## src/rtl/mult_control_if.sv

```systemverilog
// Handshake bundle between the shift-add multiplier control FSM and its ACC/RISC neighbours.
// The slave modport is the controller; the master modport is whatever drives St/M/Ack.
interface mult_control_if;
   logic St;
   logic M;
   logic Ack;
   logic Load;
   logic Ad;
   logic Sh;
   logic Done;
   logic Busy;

   modport master (output St, M, Ack, input  Load, Ad, Sh, Done, Busy);
   modport slave  (input  St, M, Ack, output Load, Ad, Sh, Done, Busy);
endinterface

```

## src/rtl/mult_control.sv

```systemverilog
// Shift-add multiplier control FSM: sequences ACC Load/Ad/Sh per multiplier bit and flags Done.
// Optional MULT_CTRL_DONE_HOLD_EN: Done is held until a rising edge with Ack=1.
module mult_control #(
   parameter int N = 4
) (
   input  logic          Clk,
   input  logic          rst,
   mult_control_if.slave bus
);

   localparam int            KW     = $clog2(N) + 1;
   localparam logic [KW-1:0] K_LAST = KW'(N - 1);

   typedef enum logic [2:0] {
      IDLE,
      LOAD,
      EVAL,
      SHIFT,
      DONE
   } state_t;

   state_t        state, state_next;
   logic [KW-1:0] k, k_next;
   logic          load, ad, sh, done;

   // NOTE: sequential state uses non-blocking assignments so every register samples pre-edge values.
   always_ff @(posedge Clk or negedge rst) begin
      if (!rst) begin
         state <= IDLE;
         k     <= '0;
      end else begin
         state <= state_next;
         k     <= k_next;
      end
   end

   // NOTE: every output of this block is defaulted first, so no path can infer a latch.
   always_comb begin
      state_next = state;
      k_next     = k;
      load       = 1'b0;
      ad         = 1'b0;
      sh         = 1'b0;
      done       = 1'b0;

      unique case (state)
         IDLE: begin
            if (bus.St) state_next = LOAD;
         end
         LOAD: begin
            load       = 1'b1;
            k_next     = '0;
            state_next = EVAL;
         end
         EVAL: begin
            // Mealy on M: a set bit adds first and shifts in SHIFT; a clear bit shifts right here
            if (bus.M) begin
               ad         = 1'b1;
               state_next = SHIFT;
            end else begin
               sh     = 1'b1;
               k_next = k + 1'b1;
               if (k == K_LAST) state_next = DONE;
            end
         end
         SHIFT: begin
            sh         = 1'b1;
            k_next     = k + 1'b1;
            state_next = (k == K_LAST) ? DONE : EVAL;
         end
         DONE: begin
            done = 1'b1;
`ifdef MULT_CTRL_DONE_HOLD_EN
            if (bus.Ack) state_next = IDLE;
`else
            state_next = IDLE;
`endif
         end
         default: state_next = IDLE;
      endcase
   end

`ifndef MULT_CTRL_DONE_HOLD_EN
   // Ack only matters when Done is held; tie it off here so the port stays consumed
   logic unused_ack;
   assign unused_ack = bus.Ack;
`endif

   assign bus.Load = load;
   assign bus.Ad   = ad;
   assign bus.Sh   = sh;
   assign bus.Done = done;
   assign bus.Busy = (state != IDLE);

endmodule
```

## src/flat_wrapper.sv

```systemverilog
// flat-port wrapper written by rule: the top's interface ports become plain ports
module mult_control_flat 
#(
   parameter int N = 4
)
  (Clk, rst, bus_St, bus_M, bus_Ack, bus_Load, bus_Ad, bus_Sh, bus_Done, bus_Busy);
  mult_control_if bus_i ();
  input  logic Clk;
  input  logic rst;
  input wire logic [$bits(bus_i.St)-1:0] bus_St;
  input wire logic [$bits(bus_i.M)-1:0] bus_M;
  input wire logic [$bits(bus_i.Ack)-1:0] bus_Ack;
  output wire logic [$bits(bus_i.Load)-1:0] bus_Load;
  output wire logic [$bits(bus_i.Ad)-1:0] bus_Ad;
  output wire logic [$bits(bus_i.Sh)-1:0] bus_Sh;
  output wire logic [$bits(bus_i.Done)-1:0] bus_Done;
  output wire logic [$bits(bus_i.Busy)-1:0] bus_Busy;
  assign bus_i.St = bus_St;
  assign bus_i.M = bus_M;
  assign bus_i.Ack = bus_Ack;
  assign bus_Load = bus_i.Load;
  assign bus_Ad = bus_i.Ad;
  assign bus_Sh = bus_i.Sh;
  assign bus_Done = bus_i.Done;
  assign bus_Busy = bus_i.Busy;
  mult_control #(.N(N)) u_core (.Clk(Clk), .rst(rst), .bus(bus_i));
endmodule
```

## config.mk

```make
export PLATFORM = sky130hd
export DESIGN_NAME = mult_control_flat
export DESIGN_NICKNAME = d
export VERILOG_FILES = /design/src/rtl/mult_control_if.sv /design/src/rtl/mult_control.sv /design/src/flat_wrapper.sv
export SDC_FILE = /design/constraint.sdc
export NUM_CORES = 1
export LEC_CHECK = 0
export ABC_AREA = 1
export CAP_MARGIN = 15
export CORE_AREA = 2 2 39 41
export CTS_CLUSTER_SIZE = 24
export DETAILED_ROUTE_END_ITERATION = 8
export DIE_AREA = 0 0 41 43
export MAX_ROUTING_LAYER = met4
export PLACE_DENSITY = 0.52
export RECOVER_POWER = 100
export SYNTH_ARGS = -nofsm -noshare
export SYNTH_HDL_FRONTEND = slang
export SYNTH_SLANG_ARGS = --single-unit
```

## constraint.sdc

```tcl
create_clock -name Clk -period 2.1 [get_ports Clk]
set_clock_uncertainty 0.05 [all_clocks]
set_input_delay 0.42 -clock Clk [delete_from_list [all_inputs] [get_ports Clk]]
set_output_delay 0.42 -clock Clk [all_outputs]
set_load 0.02 [all_outputs]
```

==> insert_results.sql <==
INSERT INTO impl_metrics (metric_group, metric, value, unit) VALUES
('status', 'result_of_the_run', 'finished clean', ''),
('floorplanning', 'die_h', '43', 'µm'),
('floorplanning', 'floorplan.initialDensity', '27.0', '%'),
('grt', 'number_of_antenna_violations_at_the_first_check_in_global_routing', '0', ''),
('setup_path', 'setup.worst_path.class', 'flop to primary output', ''),
('setup_path', 'crit_path_start_kind', 'flop', ''),
('yosys', 'ys_ff_latch', '6', ''),
('setup_path', 'largest_fanout_on_the_critical_path', '4', ''),
('layout', 'syn_to_final_growth', '35.5', '%'),
('yosys', 'synth_cells', '51', ''),
('setup_path', 'worstPathRequired', '1630', 'ps'),
('pwr', 'vdd_ir_drop_max', '0.399', 'mV'),
('drt', 'met3WireLength', '27', 'µm'),
('timing', 'fin_crit', '1980', 'ps'),
('setup_path', 'reg2regPathDepth', '6', ''),
('layout', 'final_net_count', '74', ''),
('setup_path', 'timing.rr.start', 'u_core.k[0]', ''),
('yosys', 'post_synth_num_cell_types', '13', ''),
('placed_design', 'placer_s_final_routability_congestion_estimate', '0.732', ''),
('drt', 'detail_route.wl_per_cell', '8.96', 'µm'),
('clock_network', 'clkSlewWorstSetupHoldPaths', '40', 'ps'),
('timing', 'min_period_over_period', '94.1', '%'),
('timing', 'setup_ws', '124', 'ps'),
('timing', 'relSlewSlack', '82.3', '%'),
('clock_network', 'clock_insertion_delay_worst_skew', '230', 'ps'),
('drt', 'route.detailed.drc', '0', ''),
('grt', 'global_route.usage.total', '10.4', '%'),
('floorplanning', 'core_area', '1380', 'µm²'),
('floorplanning', 'dieWidth', '41', 'µm'),
('clock_network', 'cts_tree', 'yes', ''),
('layout', 'utilization', '36.6', '%'),
('drt', 'routedLengthMet1', '337', 'µm'),
('clock_network', 'post_cts_resized', '3', ''),
('timing', 'fmax', '506', 'MHz'),
('clock_network', 'number_of_buffers_added_to_fix_hold_violations_after_cts', '0', ''),
('setup_path', 'critical_path.top_delay_family', 'buffers and inverters', ''),
('yosys', 'total_standard_cell_area_after_synthesis', '374', 'µm²'),
('floorplanning', 'die-area', '1760', 'µm²'),
('timing', 'finalHoldViolCount', '0', ''),
('pwr', 'power_density', '1490', 'nW/µm²'),
('clock_network', 'clkSinkCount', '6', ''),
('yosys', 'seq_total_area_yosys', '40.1', '%'),
('setup_path', 'crit_start', 'u_core.state[1]', ''),
('grt', 'grt_start_max_net_pins', '7', ''),
('clock_network', 'post-cts-setup-buffer-count', '0', ''),
('yosys', 'ys_top_cells_by_area', 'sky130_fd_sc_hd__dfrtp_1 40%, sky130_fd_sc_hd__nor2_1 11%, sky130_fd_sc_hd__nand2_1 10%', ''),
('floorplanning', 'io_pins', '10', ''),
('layout', 'n_antenna_cell', '0', ''),
('yosys', 'syn_avg_cell_area', '7.34', 'µm²'),
('yosys', 'yosysWarnings', '0', ''),
('grt', 'grt_pass1_vias', '328', ''),
('timing', 'timing.final.max_slew_violations', '0', ''),
('yosys', 'netlist.top_cell.by_area', 'sky130_fd_sc_hd__dfrtp_1', ''),
('timing', 'max_slew.worst_pin.slew', '264', 'ps'),
('setup_path', 'cp_slowest_stage_delay', '530', 'ps'),
('timing', 'rsz0062_at_grt', 'no', ''),
('setup_path', 'critPathSlowestCell', 'sky130_fd_sc_hd__clkdlybuf4s50_1', ''),
('floorplanning', 'row_count', '14', ''),
('drt', 'detail_route.first_pass.iterations', '3', ''),
('drt', 'drtIter0Drc', '3', ''),
('placed_design', 'placement.io_buffers', '8', ''),
('setup_path', 'timing.critical_path.arrival', '1510', 'ps'),
('hold_path', 'path_category_of_the_worst_min_delay_check', 'input pin to async pin', ''),
('drt', 'antenna_left', '0', ''),
('clock_network', 'cts.path.max_buffers', '2', ''),
('setup_path', 'worst-path-buf-inv', '3', ''),
('yosys', 'post-synth-top-area-fraction', '40.1', '%'),
('layout', 'drive_above_1_share', '18.5', '%'),
('timing', 'final_setup_violating_endpoints', '0', ''),
('placed_design', 'pre_cts_worst_setup_slack', '-143', 'ps'),
('drt', 'routed_via_density', '4.10', '');
## metal layers
metal | vias to the layer above | track usage, %
met2 | 5 | 15.6
li1 | 186 | -
met4 | 0 | 8.00
met3 | 0 | 1.57
met5 | - | -
met1 | 141 | 11.6
## cells in the mapped netlist
| cell type | instances |
|---|---|
| sky130_fd_sc_hd__a21oi_2 | 1 |
| sky130_fd_sc_hd__dfrtp_1 | 6 |
| sky130_fd_sc_hd__ha_1 | 2 |
| sky130_fd_sc_hd__inv_1 | 4 |
| sky130_fd_sc_hd__inv_2 | 4 |
| sky130_fd_sc_hd__nand2_1 | 10 |
| sky130_fd_sc_hd__nand2_2 | 3 |
| sky130_fd_sc_hd__nand3_1 | 5 |
| sky130_fd_sc_hd__nand3b_1 | 2 |
| sky130_fd_sc_hd__nor2_1 | 11 |
| sky130_fd_sc_hd__nor2_2 | 1 |
| sky130_fd_sc_hd__nor2_4 | 1 |
| sky130_fd_sc_hd__o21ai_0 | 1 |
## sequential cells by signal (all words and copies together), names as in the netlist
register	count
u_core.k	3
u_core.state	3
## cell families after synthesis
family                     count (synthesis)  share of synthesized area, %
and+or+nand+nor                           33                          41.5
buffers and inverters                      8                          8.02
DFF                                        6                          40.1
AOI/OAI and AO/OA                          2                          3.68
adders and majority gates                  2                          6.69
## worst max path at each step
| stage | depth (start not counted) | to | slack (ps) |
|---|---|---|---|
| after CTS | 5 | bus_Busy | 100 |
| final | 5 | bus_Busy | 120 |
| after global routing | 5 | bus_Busy | 30 |
| after detailed placement | 4 | bus_Ad | -140 |
| after floorplan | 4 | bus_Load | 720 |
| after global placement | 4 | bus_Ad | -130 |
## cell usage in the layout, fill, tap and decap left out, types with 2 or more instances in the layout
cell type,n
sky130_fd_sc_hd__buf_4,2
sky130_fd_sc_hd__clkbuf_4,4
sky130_fd_sc_hd__clkdlybuf4s50_1,4
sky130_fd_sc_hd__dfrtp_1,6
sky130_fd_sc_hd__dlygate4sd2_1,3
sky130_fd_sc_hd__ha_1,2
sky130_fd_sc_hd__inv_1,5
sky130_fd_sc_hd__inv_2,3
sky130_fd_sc_hd__nand2_1,12
sky130_fd_sc_hd__nand3_1,5
sky130_fd_sc_hd__nand3b_1,2
sky130_fd_sc_hd__nor2_1,11
## stage by stage
step | total power, mW | hold WS [ps] | cells | cell area [µm²]
final | 0.755 | 441 | 81 | 507
after CTS | 0.793 | 367 | 81 | 515
after floorplan | 0.523 | 74.4 | 51 | 374
after global routing | 0.837 | 467 | 81 | 507
after detailed placement | 0.706 | 468 | 78 | 497
after global placement | 0.702 | 464 | 78 | 497
## layout make-up
class	count	area, µm²
multi-input combinational	37	185
tap	16	20.0
fill	168	877
timing repair buffer	11	98.8
sequential	6	150
inverter	8	30.0
clock buffer	3	22.5
## report_power, final
| part | total, mW | switching, mW | internal, mW | leakage (nW) |
|---|---|---|---|---|
| clock | 0.0988 | 0.0346 | 0.0642 | 0.0138 |
| combinational | 0.440 | 0.257 | 0.183 | 0.179 |
| sequential | 0.216 | 0.0506 | 0.165 | 0.0779 |
| total | 0.755 | 0.343 | 0.412 | 0.270 |
## worst register-to-register path: stages, from the launching register on
cell	delay [ps]
sky130_fd_sc_hd__dfrtp_1	390
sky130_fd_sc_hd__ha_1	200
sky130_fd_sc_hd__ha_1	200
sky130_fd_sc_hd__nor2_1	90
sky130_fd_sc_hd__nand3_1	100
sky130_fd_sc_hd__nand2_1	90
sky130_fd_sc_hd__nor2_1	40
No activity file was read; power rests on OpenSTA's default activity.
